===== src/rtl/hazard_unit_pkg.sv =====
// hazard_defs: shared definitions for the pipeline hazard unit.
//   - forwarding select encodings (FWD_GRF / FWD_W / FWD_M / FWD_E)
//   - slot field widths and the packed slot record
//   - the bubble constant (empty slot)
//   - helpers: saturating t_new decrement and slot/operand match
package hazard_defs;

    localparam int REG_W = 5;
    localparam int T_W   = 2;

    localparam logic [1:0] FWD_GRF = 2'd0;
    localparam logic [1:0] FWD_W   = 2'd1;
    localparam logic [1:0] FWD_M   = 2'd2;
    localparam logic [1:0] FWD_E   = 2'd3;

    typedef struct packed {
        logic [REG_W-1:0] r_new;
        logic [T_W-1:0]   t_new;
        logic [REG_W-1:0] r_use1;
        logic [REG_W-1:0] r_use2;
    } slot_t;

    localparam slot_t BUBBLE = '0;

    // Counts down toward "result available"; stays at 0 instead of wrapping.
    function automatic logic [T_W-1:0] sat_dec(input logic [T_W-1:0] t);
        logic [T_W-1:0] r;
        r = (t == '0) ? '0 : t - 1'b1;
        return r;
    endfunction

    // Register 0 is hard-wired, so it never produces a hazard or a forward.
    function automatic logic slot_match(input slot_t s, input logic [REG_W-1:0] r);
        return (r != '0) && (s.r_new == r);
    endfunction

endpackage


===== src/rtl/hazard_unit_slot.sv =====
// hazard_slot: one pipeline-stage record of the hazard tracker.
//   clk    : clock
//   reset  : synchronous active-high clear (wins over everything)
//   bubble : load an empty slot instead of din
//   din    : record from the previous stage (t_new not yet decremented)
//   q      : registered record, t_new already decremented (saturating)
module hazard_slot
    import hazard_defs::*;
(
    input  logic  clk,
    input  logic  reset,
    input  logic  bubble,
    input  slot_t din,
    output slot_t q
);

    slot_t q_reg;
    slot_t q_next;

    always_comb begin
        q_next       = din;
        q_next.t_new = sat_dec(din.t_new);
        if (bubble) begin
            q_next = BUBBLE;
        end
    end

    always_ff @(posedge clk) begin
        if (reset) begin
            q_reg <= BUBBLE;
        end else begin
            q_reg <= q_next;
        end
    end

    assign q = q_reg;

endmodule


===== src/rtl/hazard_unit.sv =====
// hazard_unit: stall and forwarding control for a 5-stage pipeline.
// Tracks the E/M/W instructions as {r_new, t_new, r_use1, r_use2} slots
// and compares them against the D-stage instruction.
//   clk, reset                 : clock, synchronous active-high reset
//   d_r_new / d_t_new          : D-stage destination and cycles until result
//   d_r_use1/2, d_t_use1/2     : D-stage sources (rs / rt) and cycles until needed
//   stall                      : hold PC and D, bubble into E
//   fwd_d_rs/rt                : D operand source (E > M > W)
//   fwd_e_rs/rt                : E operand source (M > W)
//   fwd_m_rt                   : M store-data source (W)
// All outputs are combinational from slot state and D inputs.
module hazard_unit
    import hazard_defs::*;
(
    input  logic             clk,
    input  logic             reset,
    input  logic [REG_W-1:0] d_r_new,
    input  logic [T_W-1:0]   d_t_new,
    input  logic [REG_W-1:0] d_r_use1,
    input  logic [REG_W-1:0] d_r_use2,
    input  logic [T_W-1:0]   d_t_use1,
    input  logic [T_W-1:0]   d_t_use2,
    output logic             stall,
    output logic [1:0]       fwd_d_rs,
    output logic [1:0]       fwd_d_rt,
    output logic [1:0]       fwd_e_rs,
    output logic [1:0]       fwd_e_rt,
    output logic [1:0]       fwd_m_rt
);

    slot_t e_din;
    slot_t e_q;
    slot_t m_q;
    slot_t w_q;

    assign e_din = '{r_new: d_r_new, t_new: d_t_new, r_use1: d_r_use1, r_use2: d_r_use2};

    // A stalled D instruction stays in D, so E receives a bubble while M/W keep draining.
    hazard_slot u_slot_e (.clk(clk), .reset(reset), .bubble(stall), .din(e_din), .q(e_q));
    hazard_slot u_slot_m (.clk(clk), .reset(reset), .bubble(1'b0),  .din(e_q),   .q(m_q));
    hazard_slot u_slot_w (.clk(clk), .reset(reset), .bubble(1'b0),  .din(m_q),   .q(w_q));

    // W source fields are never consulted again once the instruction reaches W.
    logic unused_w_fields;
    assign unused_w_fields = &{1'b0, w_q.r_use1, w_q.r_use2};

    logic [1:0][REG_W-1:0] d_use;
    logic [1:0][T_W-1:0]   d_tuse;
    logic [1:0][REG_W-1:0] e_use;

    assign d_use  = {d_r_use2, d_r_use1};
    assign d_tuse = {d_t_use2, d_t_use1};
    assign e_use  = {e_q.r_use2, e_q.r_use1};

    // Operand 0 is the rs slot, operand 1 the rt slot.
    genvar gi;
    generate
        for (gi = 0; gi < 2; gi++) begin : g_op
            logic       stall_op;
            logic [1:0] fwd_d_sel;
            logic [1:0] fwd_e_sel;

            // Stall only when a pending producer cannot deliver in time;
            // W always has t_new == 0 so it is left out.
            assign stall_op =
                (slot_match(e_q, d_use[gi]) && (e_q.t_new > d_tuse[gi])) ||
                (slot_match(m_q, d_use[gi]) && (m_q.t_new > d_tuse[gi]));

            always_comb begin
                fwd_d_sel = FWD_GRF;
                if (slot_match(e_q, d_use[gi]) && (e_q.t_new == '0)) begin
                    fwd_d_sel = FWD_E;
                end else if (slot_match(m_q, d_use[gi]) && (m_q.t_new == '0)) begin
                    fwd_d_sel = FWD_M;
                end else if (slot_match(w_q, d_use[gi]) && (w_q.t_new == '0)) begin
                    fwd_d_sel = FWD_W;
                end
            end

            always_comb begin
                fwd_e_sel = FWD_GRF;
                if (slot_match(m_q, e_use[gi]) && (m_q.t_new == '0)) begin
                    fwd_e_sel = FWD_M;
                end else if (slot_match(w_q, e_use[gi]) && (w_q.t_new == '0)) begin
                    fwd_e_sel = FWD_W;
                end
            end
        end
    endgenerate

    assign stall    = g_op[0].stall_op | g_op[1].stall_op;
    assign fwd_d_rs = g_op[0].fwd_d_sel;
    assign fwd_d_rt = g_op[1].fwd_d_sel;
    assign fwd_e_rs = g_op[0].fwd_e_sel;
    assign fwd_e_rt = g_op[1].fwd_e_sel;

    // Store data in M can only be refreshed from the instruction in W.
    assign fwd_m_rt = (slot_match(w_q, m_q.r_use2) && (w_q.t_new == '0)) ? FWD_W : FWD_GRF;

endmodule


===== config.mk =====
export PLATFORM = sky130hd
export DESIGN_NAME = hazard_unit
export DESIGN_NICKNAME = d
export VERILOG_FILES = /design/src/rtl/hazard_unit_pkg.sv /design/src/rtl/hazard_unit_slot.sv /design/src/rtl/hazard_unit.sv
export SDC_FILE = /design/constraint.sdc
export NUM_CORES = 1
export LEC_CHECK = 0
export ABC_AREA = 1
export CORE_MARGIN = 4
export CORE_UTILIZATION = 54
export CTS_CLUSTER_DIAMETER = 80
export DETAILED_ROUTE_END_ITERATION = 8
export GPL_ROUTABILITY_DRIVEN = 1
export PLACE_DENSITY = 0.8
export SYNTH_ARGS = -nofsm -noshare
export SYNTH_HDL_FRONTEND = slang
export SYNTH_SLANG_ARGS = --single-unit

===== constraint.sdc =====
create_clock -name clk -period 1.9 [get_ports clk]
set_input_delay 0.475 -clock clk [delete_from_list [all_inputs] [get_ports clk]]
set_output_delay 0.475 -clock clk [all_outputs]
set_load 0.01 [all_outputs]

=== After elaboration in Yosys (flattened, before gate mapping) ===
Index checks and enable logic that the tools add are counted.

* Word-level logic and storage cells: 80
* Register bits after elaboration: 36
* Bits of input ports: 23
* Output and inout bits: 11

* Add/sub/neg operators: 3
* Reduce and logical (&&, ||, !) cells: 41
* Equality and inequality tests: 11
* Mux-type cells: 11
* Order comparisons: 4
* Bitwise operators: 1

{| class="wikitable"
|+ Operators by type and width
! cell !! count
|-
| equality test 5 bit || 11
|-
| logical AND 1 bit || 26
|-
| nonzero test 5 bit || 5
|-
| 2-to-1 mux 2 bit || 6
|-
| > comparator 2 bit || 4
|-
| logical NOT 2 bit || 4
|-
| OR reduction 2 bit || 3
|-
| subtractor 2 x 1 -> 2 bit, second input constant || 3
|-
| 2-to-1 mux 1 bit || 5
|-
| OR reduction 3 bit || 1
|-
| logical OR 1 bit || 2
|-
| OR 1 bit || 1
|}

=== Logic depth before layout (Yosys ltp) ===
Gate-level depths: netlist of the first run.

* Word-level depth: 6
* Depth in mapped cells: 12
* Depth with buffers taken out: 10

=== By module ===
Synthesis of the first run repeated with hierarchy kept, for this count alone.

* Cells, all modules: 402
* Area total of the unflattened synthesis: 2791.4 sq um

{| class="wikitable"
|+ Modules (own cells, without submodules)
! module !! instances !! area each (sq um) !! sequential area each (sq um) !! cells each
|-
| hazard_slot || 3 || 539.3 || 340.3 || 57
|-
| hazard_unit || 1 || 1173.6 || 0.0 || 231
|}

=== Worst setup path before layout of the first run ===
Ideal clock, no wire load.

* Kind: register to output
* From: register u_slot_m.q_reg, in the netlist u_slot_m.q[10]
* To: output fwd_e_rs[0]
* Cell stages (with the launch flop): 8
* Path buffers: 0
* Data arrival time: 1.454 ns
* Setup slack: -0.029 ns
* Required time: 1.425 ns
* Path through: dfxtp_1 -> inv_1 -> ha_1 -> inv_1 -> a21oi_1 -> nand4_1 -> nor4_1 -> nor2_1

* Word-level cells in the longest chain between the ends: 3

{| class="wikitable"
|+ RTL lines
! element !! RTL line !! source
|-
| from (decl) || hazard_unit_slot.sv:17 || <nowiki>slot_t q_reg;</nowiki>
|-
| from (signal assigned) || hazard_unit_slot.sv:32 || <nowiki>q_reg <= q_next;</nowiki>
|-
| logical NOT 2 bit || hazard_unit.sv:82 || <nowiki>if (slot_match(m_q, e_use[gi]) && (m_q.t_new == '0)) begin</nowiki>
|-
| logical AND 1 bit || hazard_unit.sv:82 ||
|-
| 2-to-1 mux 2 bit || hazard_unit.sv:82 ||
|-
| to (decl) || hazard_unit.sv:26 || <nowiki>output logic [1:0] fwd_e_rs,</nowiki>
|}

Every way passes these cells.

=== Final worst setup path of the first run ===
* From: register u_slot_m.q_reg, in the netlist u_slot_m.q[16]
* To: output stall

* Word-level cells in the longest chain between the ends: 5
* Elaborated cells between the ends (all ways): 9
* Those cells by class: eq/ne (2); bitwise (1); reduce/logical (6)

{| class="wikitable"
|+ RTL lines
! element !! RTL line !! source
|-
| equality test 5 bit || hazard_unit_pkg.sv:34 || <nowiki>return (r != '0) && (s.r_new == r);</nowiki>
|-
| logical AND 1 bit || hazard_unit_pkg.sv:34 ||
|-
| logical AND 1 bit || hazard_unit.sv:67 || <nowiki>(slot_match(m_q, d_use[gi]) && (m_q.t_new > d_tuse[gi]));</nowiki>
|-
| logical OR 1 bit || hazard_unit.sv:66 || <nowiki>(slot_match(e_q, d_use[gi]) && (e_q.t_new > d_tuse[gi])) ||</nowiki>
|-
| OR 1 bit * || hazard_unit.sv:91 || <nowiki>assign stall = g_op[0].stall_op | g_op[1].stall_op;</nowiki>
|-
| to (decl) || hazard_unit.sv:23 || <nowiki>output logic stall,</nowiki>
|}

Mark *: on every way between the ends. The rest lies on a longest branch, timed or not.

==> results_dict.tcl, run 1 <==
set metrics [dict create \
    cts_tree "yes" \
    ys_types 32 \
    grt_overflow_total 0 \
    track_usage_pct 28.9 \
    drt_iter0_drc 210 \
    syn_to_final_growth_pct 49.0 \
    async_reset_ff_share_pct 0 \
    fillers 191 \
    switching_share_pct 32.4 \
    largest_reg_flops 17 \
    io_pins 34 \
    crit_required_ns 1.42 \
    intPower_w 0.00139 \
    postRouteAntennaNets 0 \
    critPathKind "reg -> out" \
    synth-edff-count 0 \
    grt_setup_unrepaired "yes" \
    cts-root-buf "clkbuf_8" \
    hold_viol_final 0 \
    leakage_nw 1.53 \
    synthCells 303 \
    status "complete, but fails checks" \
    stdcell_area_um2 3250 \
    core-area_um2 3770 \
    grt_max_degree 20 \
    finalPower_w 0.00206 \
    synth_ff_type "dfxtp_1" \
    yosys_warnings 0 \
    ir_drop_mv 0.553 \
    antennaDiodeCount 0 \
    numCtsBuffers 5 \
    r2r_slack_ns 0.01 \
    postCtsHoldBufs 0 \
    dp_worst_setup_slack_ns -0.891 \
    drtPass1Iterations 5 \
    failed_checks "setup timing" \
    combinationalPowerShare_pct 31.2 \
    powerDensity_nw_per_um2 635 \
    cp_max_fo 3 \
    layout.nets 420 \
    mostFrequentLayoutCell "buf_4" \
    clkPwrFrac_pct 27.8 \
    h-tree-depth 2 \
    rows 22 \
    wl_per_cell_um 17.3 \
    ys_seq_elements 36 \
    synth.net_count 337 \
    via_per_inst 5.55 \
    mostFrequentLayoutCells "buf_4, nand2_1, inv_1, nor2_1, inv_2" \
    avgSynthCellArea_um2 7.20 \
    setup_viol 9 \
    fin_crit_sh_pct 113 \
    fin_tns_setup_ns -0.958 \
    cts.sinks 36 \
    final_layout_size_suffix_gt1_share_pct 48.8 \
    fin_crit_ns 2.15 \
    cap_violations 0 \
    first_global_vias 2373 \
    clk_pin_slew_worst_paths_ns 0.07 \
    max_freq_mhz 466 \
    clk_latency_ns 0.30 \
    port_buffers 32 \
    grt_pass1_wl_um 11300 \
    synth_seq_area_share_pct 33.0 \
    die_h_um 71.6 \
    gp_congestion 0.902 \
    finClkSkew_ns 0.00411 \
    slew_viol_final 0 \
    dieArea_um2 5120 \
    seqPwrFrac_pct 41.1 \
    hpwl_um 4410 \
    vias 2413 \
    antenna_found_initial 0 \
    clk_path_buf_depth 2 \
    synth_area_um2 2180 \
    p_sw_w 0.000669 \
    startpoint_type "register" \
    arrival_ns 1.67 \
    setup_ws_ns -0.246 \
    routed_wl_um 7520 \
    critPathCaptureType "primary output" \
    post_dp_cell_area_um2 2810 \
    drc_errors 0 \
    hold_path_class "reg -> reg" \
    die_w_um 71.6 \
    start_util_pct 57.9 \
]
==> through the flow <==
stage	util (%)	cells	hold slack, ns
floorplan	-	303	0.391
global placement	74.6	413	0.415
detailed placement	74.6	413	0.412
CTS	82.7	434	0.414
global route	86.2	435	0.436
finish	86.2	435	0.427
==> worst max-delay path, cell delays in order (launching register included) <==
cell     delay (ns)
dfxtp_4        0.36
buf_6          0.13
inv_4          0.06
nand2_2        0.06
nand2_2        0.09
nand2_2        0.07
nor2_4         0.11
buf_4          0.12
nand3_2        0.06
nand2_2        0.09
nor2_4         0.04
inv_1          0.05
buf_2          0.12
==> synth_stat cells (2+ instances only) <==
library cell  number  area share (%)
clkbuf_1           3            0.52
o22ai_1            6             1.7
o2111ai_1          2            0.80
nand2_2            3            0.86
xor2_1            14             5.6
o21ai_0            4            0.92
dfxtp_1           36              33
inv_1             48             8.3
ha_1              11             6.3
nor2_2             9             2.6
buf_2              2            0.46
nor2_1            43             7.4
nand3_2            5             2.3
a221oi_1           3             1.2
nand4_1            6             1.7
nand3_1            7             1.6
xnor2_1           15             6.0
nor2_4             3             1.5
a21oi_1           12             2.8
inv_2              9             1.5
nor3_1             5             1.1
nor4_1             4             1.1
nand2_1           44             7.6
==> area by class of cell <==
| type | instances | area, um^2 | area share, % |
|---|---|---|---|
| Clock inverter | 2 | 10.0 | 0.308 |
| Sequential cell | 36 | 757 | 23.3 |
| Multi-Input combinational cell | 201 | 1460 | 44.9 |
| Tap cell | 48 | 60.1 | 1.85 |
| Clock buffer | 6 | 82.6 | 2.54 |
| Timing Repair Buffer | 85 | 661 | 20.3 |
| Inverter | 57 | 221 | 6.81 |
==> per-layer routing <==
| layer | routed length (um) | up-vias | GRT usage (%) |
|---|---|---|---|
| met2 | 3720 | 132 | 49.4 |
| li1 | - | 1114 | - |
| met1 | 2840 | 1119 | 31.4 |
| met3 | 540 | 48 | 8.13 |
| met5 | 0 | - | 0 |
| met4 | 421 | 0 | 17.3 |
==> final timing paths <==
kind | from | endpoint | cells after the start
min | u_slot_e.q[10] | u_slot_m.q[10] | 1
max | u_slot_m.q[16] | stall | 12
max reg2reg | u_slot_m.q[16] | u_slot_e.q[3] | 14
min reg2reg | u_slot_e.q[10] | u_slot_m.q[10] | 1
==> timing repair <==
item,in CTS,in global routing
resized for setup,156,30
pin swaps,38,24
setup endpoints to repair,25,23
setup buffers,13,1
==> power by group through the flow <==
stage          clock (W)  sequential [W]  combinational, W
3_5_place_dp           0        0.000854          0.000485
5_1_grt         0.000607        0.000852          0.000692
3_3_place_gp           0        0.000852          0.000473
4_1_cts         0.000571        0.000841          0.000557
2_1_floorplan          0        0.000840          0.000279
6_report        0.000573        0.000847          0.000643
==> kinds of logic (layout without fill, tap and decap cells) <==
group                    count (synthesis)  count (layout)  synth area share (%)
buffers and inverters                   66             150                  12.0
flip-flops                              36              36                  33.0
adder cells (fa/ha/maj)                 11              11                  6.31
XOR/XNOR                                29              29                  11.6
other                                    1               1                 0.172
AO/OA/AOI/OAI                           30              30                  8.43
AND/OR/NAND/NOR                        130             130                  28.4
Note: power is estimated with default switching activity, not from simulation.
==> inputs of run 2 (changes only) <==
--- a/config.mk
+++ b/config.mk
@@ -6,12 +6,15 @@
 export NUM_CORES = 1
 export LEC_CHECK = 0
 export ABC_AREA = 1
+export CELL_PAD_IN_SITES_DETAIL_PLACEMENT = 1
+export CELL_PAD_IN_SITES_GLOBAL_PLACEMENT = 1
 export CORE_MARGIN = 4
-export CORE_UTILIZATION = 54
+export CORE_UTILIZATION = 39
 export CTS_CLUSTER_DIAMETER = 80
 export DETAILED_ROUTE_END_ITERATION = 8
 export GPL_ROUTABILITY_DRIVEN = 1
-export PLACE_DENSITY = 0.8
+export PLACE_DENSITY_LB_ADDON = 0.1
+export SKIP_CTS_REPAIR_TIMING = 1
 export SYNTH_ARGS = -nofsm -noshare
 export SYNTH_HDL_FRONTEND = slang
 export SYNTH_SLANG_ARGS = --single-unit
==> constraint.sdc (replaced) <==
create_clock -name clk -period 2 [get_ports clk]
set_input_delay 0.5 -clock clk [delete_from_list [all_inputs] [get_ports clk]]
set_output_delay 0.5 -clock clk [all_outputs]
set_load 0.01 [all_outputs]
==> run 2 against run 1 <==
  * The run still ends with setup timing left
  * Final area up 2.0%
  * Clock power increased by 14%
  * Non-clock buffer count grew 11
  * Hold slack improved by 0.064 ns
  * Flip-flop and latch count did not move
  * Critical path depth is 3 lower
  * Count of clock-buffer cells in the layout did not move
==> results_dict.tcl, run 2 (synthesized netlist as in run 1, its figures left out) <==
set metrics [dict create \
    drt_iter0_drc 100 \
    mostFrequentLayoutCell "buf_4" \
    start_util_pct 41.4 \
    cts.sinks 36 \
    rr_startpoint "u_slot_m.q[11]" \
    track_usage_pct 21.3 \
    hold_path_class "reg -> reg" \
    fin_crit_ns 2.27 \
    syn_to_final_growth_pct 51.9 \
    holdWs_ns 0.491 \
    postRouteAntennaNets 0 \
    gp_congestion 0.937 \
    grt_pass1_wl_um 11800 \
    core-area_um2 5270 \
    min-delay-start "u_slot_e.q[14]" \
    clk_pin_slew_worst_paths_ns 0.08 \
    fin_crit_sh_pct 114 \
    grt_setup_unrepaired "yes" \
    final_layout_size_suffix_gt1_share_pct 45.2 \
    ir_drop_mv 0.431 \
    routed_wl_um 9330 \
    slowest_delay_ns 0.37 \
    io_pins 34 \
    port_buffers 32 \
    cp_max_fo 2 \
    die_w_um 82.8 \
    clk_path_buf_depth 2 \
    mostFrequentLayoutCells "buf_4, nand2_1, nor2_1" \
    r2r_slack_ns 0.16 \
    failed_checks "setup timing" \
    dieArea_um2 6860 \
    min_delay_path_depth 2 \
    h-tree-depth 2 \
    layout.nets 431 \
    cp_cell_sequence "inv_4, ha_4, inv_4, a21oi_2, nand4_1, nor4_2, buf_4, nor2_1, buf_2" \
    grt_overflow_total 0 \
    dp_worst_setup_slack_ns -1.06 \
    slew_viol_final 0 \
    drtPass1Iterations 4 \
    hold_end "u_slot_m.q[14]" \
    setup_viol 9 \
    grt_max_degree 20 \
    antenna_found_initial 0 \
    powerDensity_nw_per_um2 629 \
    dp.cells 451 \
    clk_latency_ns 0.30 \
    critPathKind "reg -> out" \
    largest_reg_flops 17 \
    hpwl_um 5750 \
    vias 2470 \
    cts_tree "yes" \
    finClkSkew_ns 0.00544 \
    die_h_um 82.8 \
    final_util_pct 62.9 \
    cap_violations 0 \
    reg2reg_to "u_slot_e.q[3]" \
    drc_errors 0 \
    critPathCaptureType "primary output" \
    cts-root-buf "clkbuf_8" \
    arrival_ns 1.77 \
    max_freq_mhz 440 \
    wl_per_cell_um 19.9 \
    leakage_nw 1.64 \
    cpMaxStageDelayCell "dfxtp_4" \
    first_global_vias 2415 \
    via_per_inst 5.28 \
    crit_required_ns 1.50 \
    crit_start "u_slot_m.q[11]" \
    critPathMostFrequentCell "inv_4" \
    setup_ws_ns -0.270 \
    startpoint_type "register" \
    antennaDiodeCount 0 \
    status "complete, but fails checks" \
    rows 26 \
    worstRegToRegCells 10 \
    numCtsBuffers 5 \
    hold_viol_final 0 \
    finalPower_w 0.00208 \
    instances_no_fill 468 \
]
==> run 2: through the flow <==
step                      TNS (ns)  instance area [um^2]
after floorplan                  0                  2180
after global placement      -12.17                  2950
after detailed placement    -14.24                  2950
after CTS                   -11.88                  3060
after global routing         -2.10                  3320
final                        -1.26                  3320
==> run 2: layout make-up <==
type	count	area [um^2]
Clock buffer	6	72.6
Fill cell	674	1950
Timing Repair Buffer	96	767
Clock inverter	2	35.0
Multi-Input combinational cell	201	1380
Sequential cell	36	746
Inverter	57	224
Tap cell	70	87.6
==> run 2: how the worst max path moves through the flow <==
stage                  end  slack, ns
2_1_floorplan  fwd_e_rs[0]       0.05
3_3_place_gp   fwd_d_rs[1]      -0.98
3_5_place_dp   fwd_d_rs[0]      -1.06
4_1_cts        fwd_d_rs[0]      -1.12
5_1_grt        fwd_e_rs[0]      -0.38
6_report       fwd_e_rs[0]      -0.27
==> run 2: power by group <==
| group | leakage [nW] | switching [W] | internal [W] |
|---|---|---|---|
| sequential | 0.303 | 0.0000473 | 0.000758 |
| combinational | 1.29 | 0.000335 | 0.000289 |
| clock | 0.0552 | 0.000286 | 0.000370 |
| total | 1.64 | 0.000668 | 0.00142 |
==> run 2: routing by layer <==
layer | track usage, % | vias to the layer above | share of wire [%]
met5 | 0 | - | 0
met4 | 6.69 | 0 | 4.3
met3 | 3.86 | 39 | 4.0
met2 | 39.0 | 81 | 53
met1 | 25.0 | 1215 | 39
li1 | - | 1135 | -
==> run 2: worst max-delay path, delay by kind of cell, from the launching register on <==
| family | cells | cell delay [ns] |
|---|---|---|
| adders and majority gates | 1 | 0.14 |
| AOI/OAI and AO/OA | 1 | 0.11 |
| buffers and inverters | 4 | 0.39 |
| DFF | 1 | 0.37 |
| and+or+nand+nor | 3 | 0.46 |
==> inputs of run 3 (changes only) <==
--- a/config.mk
+++ b/config.mk
@@ -18,3 +18,4 @@
 export SYNTH_ARGS = -nofsm -noshare
 export SYNTH_HDL_FRONTEND = slang
 export SYNTH_SLANG_ARGS = --single-unit
+export TNS_END_PERCENT = 50
==> results of run 3 <==
Same layout as run 2: the final DEF is identical, and so are final timing and power.
